File: src/rtl/nm_row_compressor_if.sv
// Row handshake bundle for nm_row_compressor: dense row in, 2:4 compressed row out.
// Defining NM_DROP_STATS_EN adds the drop_cnt signal to the bundle.
interface nm_row_compressor_if #(
   parameter int unsigned COLS = 64,
   parameter int unsigned BW   = 8,
   parameter int unsigned ROWS = 16,
   parameter int unsigned REGS = 8
);
   localparam int unsigned RW = (ROWS > 1) ? $clog2(ROWS) : 1;
   localparam int unsigned GW = (REGS > 1) ? $clog2(REGS) : 1;

   logic                   in_valid;
   logic                   in_ready;
   logic [COLS*BW-1:0]     in_row;
   logic                   out_valid;
   logic                   out_ready;
   logic [COLS/2*BW-1:0]   out_val;
   logic [COLS/2*2-1:0]    out_meta;
   logic [RW-1:0]          out_row;
   logic [GW-1:0]          out_reg;
   logic                   out_last;

`ifdef NM_DROP_STATS_EN
   logic [5:0]             drop_cnt;

   modport master (
      output in_valid, in_row, out_ready,
      input  in_ready, out_valid, out_val, out_meta, out_row, out_reg, out_last, drop_cnt
   );
   modport slave (
      input  in_valid, in_row, out_ready,
      output in_ready, out_valid, out_val, out_meta, out_row, out_reg, out_last, drop_cnt
   );
`else
   modport master (
      output in_valid, in_row, out_ready,
      input  in_ready, out_valid, out_val, out_meta, out_row, out_reg, out_last
   );
   modport slave (
      input  in_valid, in_row, out_ready,
      output in_ready, out_valid, out_val, out_meta, out_row, out_reg, out_last
   );
`endif
endinterface

File: src/rtl/nm_row_compressor.sv
// Dense-to-2:4-sparse row encoder: keeps the 2 largest-magnitude bytes of each group of 4.
// Optional NM_DROP_STATS_EN counts nonzero elements discarded per output row (drop_cnt).
module nm_row_compressor #(
   parameter int unsigned COLS = 64,
   parameter int unsigned BW   = 8,
   parameter int unsigned ROWS = 16,
   parameter int unsigned REGS = 8,
   parameter int unsigned GPC  = 4
) (
   input  logic                clk,
   input  logic                rst,
   nm_row_compressor_if.slave  bus
);
   localparam int unsigned NGRP   = COLS / 4;
   localparam int unsigned NCHUNK = NGRP / GPC;
   localparam int unsigned CW     = (NCHUNK > 1) ? $clog2(NCHUNK) : 1;
   localparam int unsigned RW     = (ROWS > 1) ? $clog2(ROWS) : 1;
   localparam int unsigned GW     = (REGS > 1) ? $clog2(REGS) : 1;

   typedef enum logic [1:0] {IDLE, COMPRESS, OUT} state_t;

   typedef struct packed {
      logic [2*BW-1:0] val;
      logic [3:0]      meta;
      logic [1:0]      drops;
   } enc_t;

   state_t               state;
   logic [CW-1:0]        chunk;
   logic [COLS*BW-1:0]   row_buf;
   logic                 ready_q;
   logic                 valid_q;
   logic [COLS/2*BW-1:0] val_q;
   logic [COLS/2*2-1:0]  meta_q;
   logic [RW-1:0]        dst_row;
   logic [GW-1:0]        dst_reg;
   logic                 last_q;
   int unsigned          gbase;
   enc_t                 enc [GPC];

   // An element survives when fewer than two others beat it (larger magnitude,
   // or equal magnitude at a lower index); this yields exactly two survivors.
   function automatic enc_t encode_group(input logic [4*BW-1:0] grp);
      enc_t        r;
      logic [BW:0] mag [4];
      logic [BW-1:0] x;
      int unsigned beats;
      logic        found;
      r     = '0;
      found = 1'b0;
      for (int unsigned i = 0; i < 4; i++) begin
         x      = grp[i*BW +: BW];
         mag[i] = x[BW-1] ? ({1'b0, ~x} + (BW+1)'(1)) : {1'b0, x};
      end
      for (int unsigned i = 0; i < 4; i++) begin
         beats = 0;
         for (int unsigned j = 0; j < 4; j++) begin
            if (j != i && (mag[j] > mag[i] || (mag[j] == mag[i] && j < i)))
               beats++;
         end
         x = grp[i*BW +: BW];
         if (beats < 2) begin
            if (!found) begin
               r.val[BW-1:0] = x;
               r.meta[1:0]   = 2'(i);
               found         = 1'b1;
            end else begin
               r.val[2*BW-1:BW] = x;
               r.meta[3:2]      = 2'(i);
            end
         end else if (x != '0) begin
            r.drops = r.drops + 2'd1;
         end
      end
      return r;
   endfunction

   always_comb begin
      gbase = {{(32-CW){1'b0}}, chunk} * GPC;
      for (int unsigned j = 0; j < GPC; j++)
         enc[j] = encode_group(row_buf[(gbase+j)*4*BW +: 4*BW]);
   end

`ifdef NM_DROP_STATS_EN
   logic [5:0] drop_q;
   logic [5:0] chunk_drops;

   always_comb begin
      chunk_drops = '0;
      for (int unsigned j = 0; j < GPC; j++)
         chunk_drops = chunk_drops + 6'(enc[j].drops);
   end

   always_ff @(posedge clk) begin
      if (rst)
         drop_q <= '0;
      else if (state == IDLE && bus.in_valid && ready_q)
         drop_q <= '0;
      else if (state == COMPRESS)
         drop_q <= drop_q + chunk_drops;
   end

   assign bus.drop_cnt = drop_q;
`endif

   always_ff @(posedge clk) begin
      if (rst) begin
         state   <= IDLE;
         chunk   <= '0;
         row_buf <= '0;
         ready_q <= 1'b0;
         valid_q <= 1'b0;
         val_q   <= '0;
         meta_q  <= '0;
         dst_row <= '0;
         dst_reg <= '0;
         last_q  <= 1'b0;
      end else begin
         case (state)
            IDLE: begin
               ready_q <= 1'b1;
               if (bus.in_valid && ready_q) begin
                  row_buf <= bus.in_row;
                  chunk   <= '0;
                  ready_q <= 1'b0;
                  state   <= COMPRESS;
               end
            end
            COMPRESS: begin
               for (int unsigned j = 0; j < GPC; j++) begin
                  val_q[(gbase+j)*2*BW +: 2*BW] <= enc[j].val;
                  meta_q[(gbase+j)*4 +: 4]      <= enc[j].meta;
               end
               if (chunk == CW'(NCHUNK-1)) begin
                  valid_q <= 1'b1;
                  state   <= OUT;
               end else begin
                  chunk <= chunk + 1'b1;
               end
            end
            OUT: begin
               if (bus.out_ready) begin
                  valid_q <= 1'b0;
                  ready_q <= 1'b1;
                  state   <= IDLE;
                  if (dst_row == RW'(ROWS-1)) begin
                     dst_row <= '0;
                     last_q  <= 1'b0;
                     dst_reg <= (dst_reg == GW'(REGS-1)) ? '0 : dst_reg + 1'b1;
                  end else begin
                     dst_row <= dst_row + 1'b1;
                     last_q  <= (dst_row == RW'(ROWS-2));
                  end
               end
            end
            default: state <= IDLE;
         endcase
      end
   end

   assign bus.in_ready  = ready_q;
   assign bus.out_valid = valid_q;
   assign bus.out_val   = val_q;
   assign bus.out_meta  = meta_q;
   assign bus.out_row   = dst_row;
   assign bus.out_reg   = dst_reg;
   assign bus.out_last  = last_q;
endmodule

File: src/flat_wrapper.sv
// flat-port wrapper written by rule: the top's interface ports become plain ports
module nm_row_compressor_flat 
#(
   parameter int unsigned COLS = 64,
   parameter int unsigned BW   = 8,
   parameter int unsigned ROWS = 16,
   parameter int unsigned REGS = 8,
   parameter int unsigned GPC  = 4
)
  (clk, rst, bus_in_valid, bus_in_row, bus_out_ready, bus_in_ready, bus_out_valid, bus_out_val, bus_out_meta, bus_out_row, bus_out_reg, bus_out_last);
  nm_row_compressor_if #(.COLS(COLS), .BW(BW), .ROWS(ROWS), .REGS(REGS)) bus_i ();
  input  logic clk;
  input  logic rst;
  input wire logic [$bits(bus_i.in_valid)-1:0] bus_in_valid;
  input wire logic [$bits(bus_i.in_row)-1:0] bus_in_row;
  input wire logic [$bits(bus_i.out_ready)-1:0] bus_out_ready;
  output wire logic [$bits(bus_i.in_ready)-1:0] bus_in_ready;
  output wire logic [$bits(bus_i.out_valid)-1:0] bus_out_valid;
  output wire logic [$bits(bus_i.out_val)-1:0] bus_out_val;
  output wire logic [$bits(bus_i.out_meta)-1:0] bus_out_meta;
  output wire logic [$bits(bus_i.out_row)-1:0] bus_out_row;
  output wire logic [$bits(bus_i.out_reg)-1:0] bus_out_reg;
  output wire logic [$bits(bus_i.out_last)-1:0] bus_out_last;
  assign bus_i.in_valid = bus_in_valid;
  assign bus_i.in_row = bus_in_row;
  assign bus_i.out_ready = bus_out_ready;
  assign bus_in_ready = bus_i.in_ready;
  assign bus_out_valid = bus_i.out_valid;
  assign bus_out_val = bus_i.out_val;
  assign bus_out_meta = bus_i.out_meta;
  assign bus_out_row = bus_i.out_row;
  assign bus_out_reg = bus_i.out_reg;
  assign bus_out_last = bus_i.out_last;
  nm_row_compressor #(.COLS(COLS), .BW(BW), .ROWS(ROWS), .REGS(REGS), .GPC(GPC)) u_core (.clk(clk), .rst(rst), .bus(bus_i));
endmodule
File: config.mk
export PLATFORM = sky130hd
export DESIGN_NAME = nm_row_compressor_flat
export DESIGN_NICKNAME = d
export VERILOG_FILES = /design/src/rtl/nm_row_compressor_if.sv /design/src/rtl/nm_row_compressor.sv /design/src/flat_wrapper.sv
export SDC_FILE = /design/constraint.sdc
export NUM_CORES = 2
export LEC_CHECK = 0
export CAP_MARGIN = 20
export CELL_PAD_IN_SITES_DETAIL_PLACEMENT = 1
export CELL_PAD_IN_SITES_GLOBAL_PLACEMENT = 1
export CORE_ASPECT_RATIO = 0.8
export CORE_MARGIN = 10
export CORE_UTILIZATION = 40
export CTS_BUF_LIST = sky130_fd_sc_hd__clkbuf_8
export DETAILED_ROUTE_END_ITERATION = 8
export PLACE_DENSITY_LB_ADDON = 0.1
export SLEW_MARGIN = 20
export SYNTH_ARGS = -nofsm -noshare
export SYNTH_HDL_FRONTEND = slang
export SYNTH_SLANG_ARGS = --single-unit
File: constraint.sdc
create_clock -name clk -period 7.55 [get_ports clk]
set_input_delay 0.755 -clock clk [delete_from_list [all_inputs] [get_ports clk]]
set_output_delay 0.755 -clock clk [all_outputs]
set_load 0.02 [all_outputs]
Word level (Yosys, flattened, before mapping). Cells that the tools add are included.

Register bits: 846. Input port bits: 516. Logic and storage cells: 406.

$add $sub $neg: 62. Magnitude comparators: 64. Equality and inequality tests: 34. Shift-type cells: 20. Muxes and demuxes: 164. Bitwise logic cells: 16. Reductions and logical operators: 36.

Operators with widths (count): indexed part select 512 x 33 -> 32 bit (3); bitwise mux 256 bit (4); 2-to-1 mux 32 bit (32); variable shift 16 x 34 -> 256 bit (first input constant) (4); indexed part select 16 x 34 -> 256 bit (4); adder 32 x 1 -> 32 bit (second input constant) (18); < comparator 32 x 2 -> 1 bit (second input constant) (16); indexed part select 512 x 10 -> 32 bit (1); > comparator 9 bit (48); bitwise mux 64 bit (4); variable shift 4 x 34 -> 64 bit (first input constant) (4); indexed part select 4 x 34 -> 64 bit (4); 2-to-1 mux 20 bit (12); == test 9 bit (24); negation 32 -> 34 bit (6); 2-to-1 mux 8 bit (24); adder 8 x 1 -> 9 bit (second input constant) (16); 2-to-1 mux 9 bit (16); NOT 8 bit (16); 2-to-1 mux 2 bit (29); 2-to-1 mux 12 bit (4); negation 6 -> 34 bit (1); negation 8 -> 34 bit (1); 2-to-1 mux 1 bit (33); 23 further kinds (72).

Logic depth before layout (Yosys ltp).
Depth in word-level cells: 23. Mapped depth: 34. Gate-level depth less buffers: 26.

Worst setup path before layout. OpenSTA, ideal clock, no wires.

Kind: flip-flop to flip-flop. Start: register u_core.chunk[0]. End: register u_core.val_q[2] (netlist: u_core.bus.out_val[2]). Library setup time: 0.138 ns. Arrival time: 6.737 ns. Required time: 7.412 ns. Setup slack: 0.675 ns. Cell stages (with the launch flop): 31. Clock period less this slack: 6.875 ns. Cell sequence: dfxtp_1 buf_6 buf_8 buf_8 buf_12 buf_4 buf_4 buf_4 buf_4 mux4_2 inv_1 ha_1 nand2_1 o21ai_0 ha_1 nor2b_1 o21a_1 o21ai_0 nand2b_1 maj3_1 a21o_1 maj3_1 a31oi_1 a31oi_1 ha_1 o31a_1 nor2_1 a211oi_1 nand2_1 clkbuf_1 o221ai_1.

Longest elaborated chain between the ends: 23. Elaborated cells on any way between the ends: 315. Classes of those cells: 55 x add/sub; 64 x order compare; 24 x eq/ne; 12 x shift; 120 x mux; 16 x bitwise; 24 x reduce/logical.

RTL lines: from (decl) (line nm_row_compressor.sv:29) `logic [CW-1:0] chunk;`; from (signal assigned) (line nm_row_compressor.sv:138) `chunk <= chunk + 1'b1;`; indexed part select 512 x 10 -> 32 bit or adder 4 x 1 -> 5 bit (tied branches) (line nm_row_compressor.sv:81, nm_row_compressor.sv:131); NOT 8 bit or indexed part select 512 x 33 -> 32 bit (tied branches) (line nm_row_compressor.sv:53, nm_row_compressor.sv:81); adder 8 x 1 -> 9 bit or NOT 8 bit (tied branches) (line nm_row_compressor.sv:53) `mag[i] = x[BW-1] ? ({1'b0, ~x} + (BW+1)'(1)) : {1'b0, x};`; 2-to-1 mux 9 bit or adder 8 x 1 -> 9 bit (tied branches) (line nm_row_compressor.sv:53); > comparator 9 bit or 2-to-1 mux 9 bit (tied branches) (line nm_row_compressor.sv:58, nm_row_compressor.sv:53); 2-to-1 mux 1 bit or > comparator 9 bit (tied branches) (line nm_row_compressor.sv:58) `if (j != i && (mag[j] > mag[i] || (mag[j] == mag[i] && j < i)))`; adder 32 x 1 -> 32 bit or 2-to-1 mux 1 bit (tied branches) (line nm_row_compressor.sv:59, nm_row_compressor.sv:58); 2-to-1 mux 32 bit or adder 1 x 1 -> 2 bit (tied branches) (line nm_row_compressor.sv:58, nm_row_compressor.sv:59); [... 6 more ...]; 2-to-1 mux 8 bit or 2-to-1 mux 20 bit (tied branches) (line nm_row_compressor.sv:63, nm_row_compressor.sv:62); 2-to-1 mux 20 bit or 2-to-1 mux 8 bit (tied branches) (line nm_row_compressor.sv:62, nm_row_compressor.sv:63); 2-to-1 mux 8 bit or 2-to-1 mux 20 bit (tied branches) (line nm_row_compressor.sv:63, nm_row_compressor.sv:62); 2-to-1 mux 20 bit or 2-to-1 mux 8 bit (tied branches) (line nm_row_compressor.sv:62, nm_row_compressor.sv:63); indexed part select 16 x 34 -> 256 bit or 2-to-1 mux 20 bit (tied branches) (line nm_row_compressor.sv:131, nm_row_compressor.sv:62); bitwise mux 256 bit or indexed part select 16 x 34 -> 256 bit (tied branches) (line nm_row_compressor.sv:131) `val_q[(gbase+j)*2*BW +: 2*BW] <= enc[j].val;`; bitwise mux 256 bit (2 in series) (line nm_row_compressor.sv:131); bitwise mux 256 bit (*) (line nm_row_compressor.sv:131); to (signal, indexed assignment) (line nm_row_compressor.sv:131); to (decl) (line nm_row_compressor.sv:33) `logic [COLS/2*BW-1:0] val_q;`.

Every way passes the cells marked *; elsewhere a longest branch is shown, timed or not. A chain may end at the register's enable or synchronous reset.

Worst setup path after layout.
Start: register u_core.chunk[0]. End: register u_core.val_q[253] (netlist: u_core.bus.out_val[253]).

The elaborated chain is that of the path after synthesis.

==> impl_metrics.csv <==
group,metric,value,unit
finish,area_growth_syn_to_layout,30.89,%
timing,worstMarginPinSlew,1.400,ns
power_and_ir_drop,seq_power_share,0.362,
hold_path,hold_path_class,"in2reg",
cts,cts_tree,"done",
synthesis,synth_seq_area_share,0.4024,
die,fp.dieArea,0.1187,mm^2
job,cap_viol_max_count,0,
cts,clkSlewWorstSetupHoldPaths,0.06,ns
power_and_ir_drop,power_leakage,20.32,nW
worst_setup_path,worstSetupEndpointType,"flip-flop",
worst_setup_path,cp_data_required_time,8.27,ns
finish,post-route-cell-area,0.05510,mm^2
detailed_routing,avgViaCountPerCell,5.641,
power_and_ir_drop,power.combinational.fraction,0.310,
power_and_ir_drop,power.ir.vdd_worst,152.4,uV
finish,drive_above_1_share,0.08781,
detailed_routing,route.detailed.drc,0,
synthesis,synth_warnings,0,
timing,relSlewSlack,0.06690,
synthesis,share_of_the_synthesized_area_in_the_top_cell_type,0.4024,
cts,clock_latency,0.87,ns
detailed_routing,routed_wirelength,187.0,mm
synthesis,yosys_most_used_dff,"sky130_fd_sc_hd__dfxtp_1",
global_route,antenna_found_initial,29,
die,die-width,382.7,um
detailed_routing,vias,40880,
die,placementRows,106,
synthesis,synth_area,0.04209,mm^2
finish,largest_register_ff_count,512,
finish,filler_cell_count,12350,
synthesis,post_synth_inst_count,4913,
timing,skew,0.05581,ns
power_and_ir_drop,swShare,0.3612,
timing,timing.fmax,0.1432,GHz
timing,fin_tns_setup,0,ns
die,die_h,310.1,um
finish,fin_nets,6501,
synthesis,cell_types_occupying_the_most_area_after_synthesis,"sky130_fd_sc_hd__dfxtp_1 40%, sky130_fd_sc_hd__nand2_1 12%, sky130_fd_sc_hd__ha_1 7.8%, sky130_fd_sc_hd__a21oi_1 7.0%, sky130_fd_sc_hd__mux4_2 6.6%",
placed_design,routabilityCongestion,0.9347,
finish,most_flop_heavy_register,"u_core.row_buf",
die,core_area,0.1045,mm^2
timing,unrepaired_setup_endpoints_after_global_routing,"no",
synthesis,ff_latch_count_synth,846,
cts,post-cts-setup-buffer-count,0,
power_and_ir_drop,power-per-cell-area,238.2,mW/mm^2
worst_setup_path,critPathSlowestCell,"sky130_fd_sc_hd__a21oi_1",
worst_setup_path,cp_cell_sequence,"buf_12, buf_4, mux2_2, a21oi_1, nand3_1, nand2_1, xnor2_1, ha_1, a2111oi_0, a21oi_1, maj3_1, a31oi_2, nor2_1, ha_1, o21ai_0, and2_1, buf_4, a21o_1, o21ai_1",
worst_setup_path,criticalPathCategory,"reg2reg",
cts,post_cts_hold_fix_bufs,0,
placed_design,io_buffers,845,
finish,seq_area,0.01694,mm^2
global_route,maximum_number_of_pins_on_one_net_before_global_route_repair,220,
cts,cts_buffers,145,
worst_setup_path,critical_path.max_fanout,33,
die,initial_utilization,0.4028,
placed_design,dp.final_hpwl,145.1,mm
global_route,first_global_vias,41410,
worst_setup_path,worst_ep_arrival_time,7.70,ns
timing,final_period_minus_worst_setup_slack,6.983,ns
synthesis,synth_top_area_cell,"sky130_fd_sc_hd__dfxtp_1",
worst_setup_path,start_kind,"flip-flop",
synthesis,synth_top_cells_by_count,"1350 x sky130_fd_sc_hd__nand2_1, 846 x sky130_fd_sc_hd__dfxtp_1, 588 x sky130_fd_sc_hd__a21oi_1",
synthesis,synth_cell_types,106,
detailed_routing,wl_per_cell,25.80,um
synthesis,syn_avg_cell_area,8.568,um^2
detailed_routing,dr.pass1.iters,6,
global_route,grt_pass1_wl,272.1,mm
detailed_routing,postRouteAntennaNets,0,
finish,multi_input_area,0.02366,mm^2
worst_setup_path,cell_type_group_with_the_largest_total_delay_on_the_critical_path,"compound AO/OA/AOI/OAI gates",
worst_setup_path,cpPeakStageDelay,0.66,ns
power_and_ir_drop,clock_power_share,0.329,
cts,deepest_clock_path_buffer_count,3,
cts,ctsRootBufferMaster,"sky130_fd_sc_hd__clkbuf_8",
die,io_pins,846,
placed_design,placed_cell_area,0.05207,mm^2
synthesis,post-synth-top-count-cell,"sky130_fd_sc_hd__nand2_1",
detailed_routing,drt_iter0_markers,3336,
cts,htree_num_levels,4,
worst_setup_path,worst-path-buf-inv,3,
power_and_ir_drop,p_switching,4.741,mW
run_status,outcome,"completed",
timing,finalSetupViolCount,0,
global_route,global_route.usage.total,0.3004,
power_and_ir_drop,internal_power,8.384,mW
cts,postCtsResizedCells,0,
synthesis,ys_async_sr_fraction,0,
timing,layout_worst_path_cycle_share,0.9249,
synthesis,synth-edff-count,0,
timing,hold_violations,0,
cts,cts_sinks,846,
global_route,grt_remaining_overflow,0,
timing,report.final.slew_viol_count,0,
==> worst paths after layout <==
path	cells after the start	end	slack, ns	from
worst min-delay path	2	u_core.bus.out_last	0.29	rst
worst max register to register	19	u_core.bus.out_val[253]	0.57	u_core.chunk[0]
worst max-delay path	19	u_core.bus.out_val[253]	0.57	u_core.chunk[0]
worst min register to register	2	u_core.bus.out_meta[3]	0.45	u_core.bus.out_meta[3]
==> power by group through the flow <==
stage | sequential, mW | clock (mW) | combinational [mW]
CTS | 4.74 | 4.39 | 3.98
floorplan | 4.82 | 0 | 2.41
finish | 4.75 | 4.31 | 4.07
detailed placement | 4.84 | 0 | 3.96
global placement | 4.83 | 0 | 3.91
global route | 4.76 | 4.59 | 4.37
==> area by class of cell <==
cell class                 count  area share
antenna                       12   0.0005450
clock buffer                 186     0.04646
clock inverter                69    0.007517
inverter                     141    0.009606
multi-input combinational   3664      0.4294
sequential                   846      0.3075
tap                         1404     0.03188
timing repair buffer         925      0.1671
==> logic make-up after synthesis <==
| family | count (synthesis) | share of synthesized area |
|---|---|---|
| AOI/OAI and AO/OA | 1304 | 0.1970 |
| xor gates and xnor gates | 94 | 0.02054 |
| adders and majority gates | 274 | 0.08082 |
| buffers and inverters | 449 | 0.04310 |
| DFF | 846 | 0.4024 |
| muxes | 161 | 0.07675 |
| other | 2 | 0.0001784 |
| and+or+nand+nor | 1783 | 0.1793 |
==> cell usage in the layout, fill, tap and decap left out, types with 68 or more instances in the layout <==
master,Yosys,layout
sky130_fd_sc_hd__a21oi_1,588,579
sky130_fd_sc_hd__a22o_1,126,126
sky130_fd_sc_hd__buf_4,5,68
sky130_fd_sc_hd__clkbuf_8,0,186
sky130_fd_sc_hd__clkdlybuf4s50_1,0,844
sky130_fd_sc_hd__dfxtp_1,846,844
sky130_fd_sc_hd__ha_1,262,262
sky130_fd_sc_hd__inv_1,137,182
sky130_fd_sc_hd__mux4_2,123,123
sky130_fd_sc_hd__nand2_1,1350,1350
sky130_fd_sc_hd__nor2_1,97,97
sky130_fd_sc_hd__o21a_1,71,71
sky130_fd_sc_hd__o21ai_0,148,148
sky130_fd_sc_hd__o21ai_1,69,69
==> metrics by stage <==
step                hold WS (ns)  worst slack [ns]  instances  power (mW)  utilization
global route              0.2968            0.1812       7246       13.73       0.5272
floorplan                 0.4315            0.6748       4959       7.231            -
global placement          0.4333            0.8410       6979       8.745       0.4983
detailed placement        0.4406            0.7565       6979       8.798       0.4983
CTS                       0.2926            0.7221       7234       13.11       0.5267
finish                    0.2927            0.5666       7247       13.12       0.5272
==> per-layer routing <==
layer | global-route usage | wire (um) | vias up | part of all wire
met3 | 0.08323 | 14500 | 258 | 0.078
met1 | 0.3945 | 82150 | 20360 | 0.44
met2 | 0.4871 | 86340 | 1385 | 0.46
met5 | 0 | 223 | - | 0.0012
met4 | 0.07181 | 3787 | 30 | 0.020
li1 | - | - | 18850 | -
Note: power is estimated with default switching activity, not from simulation.
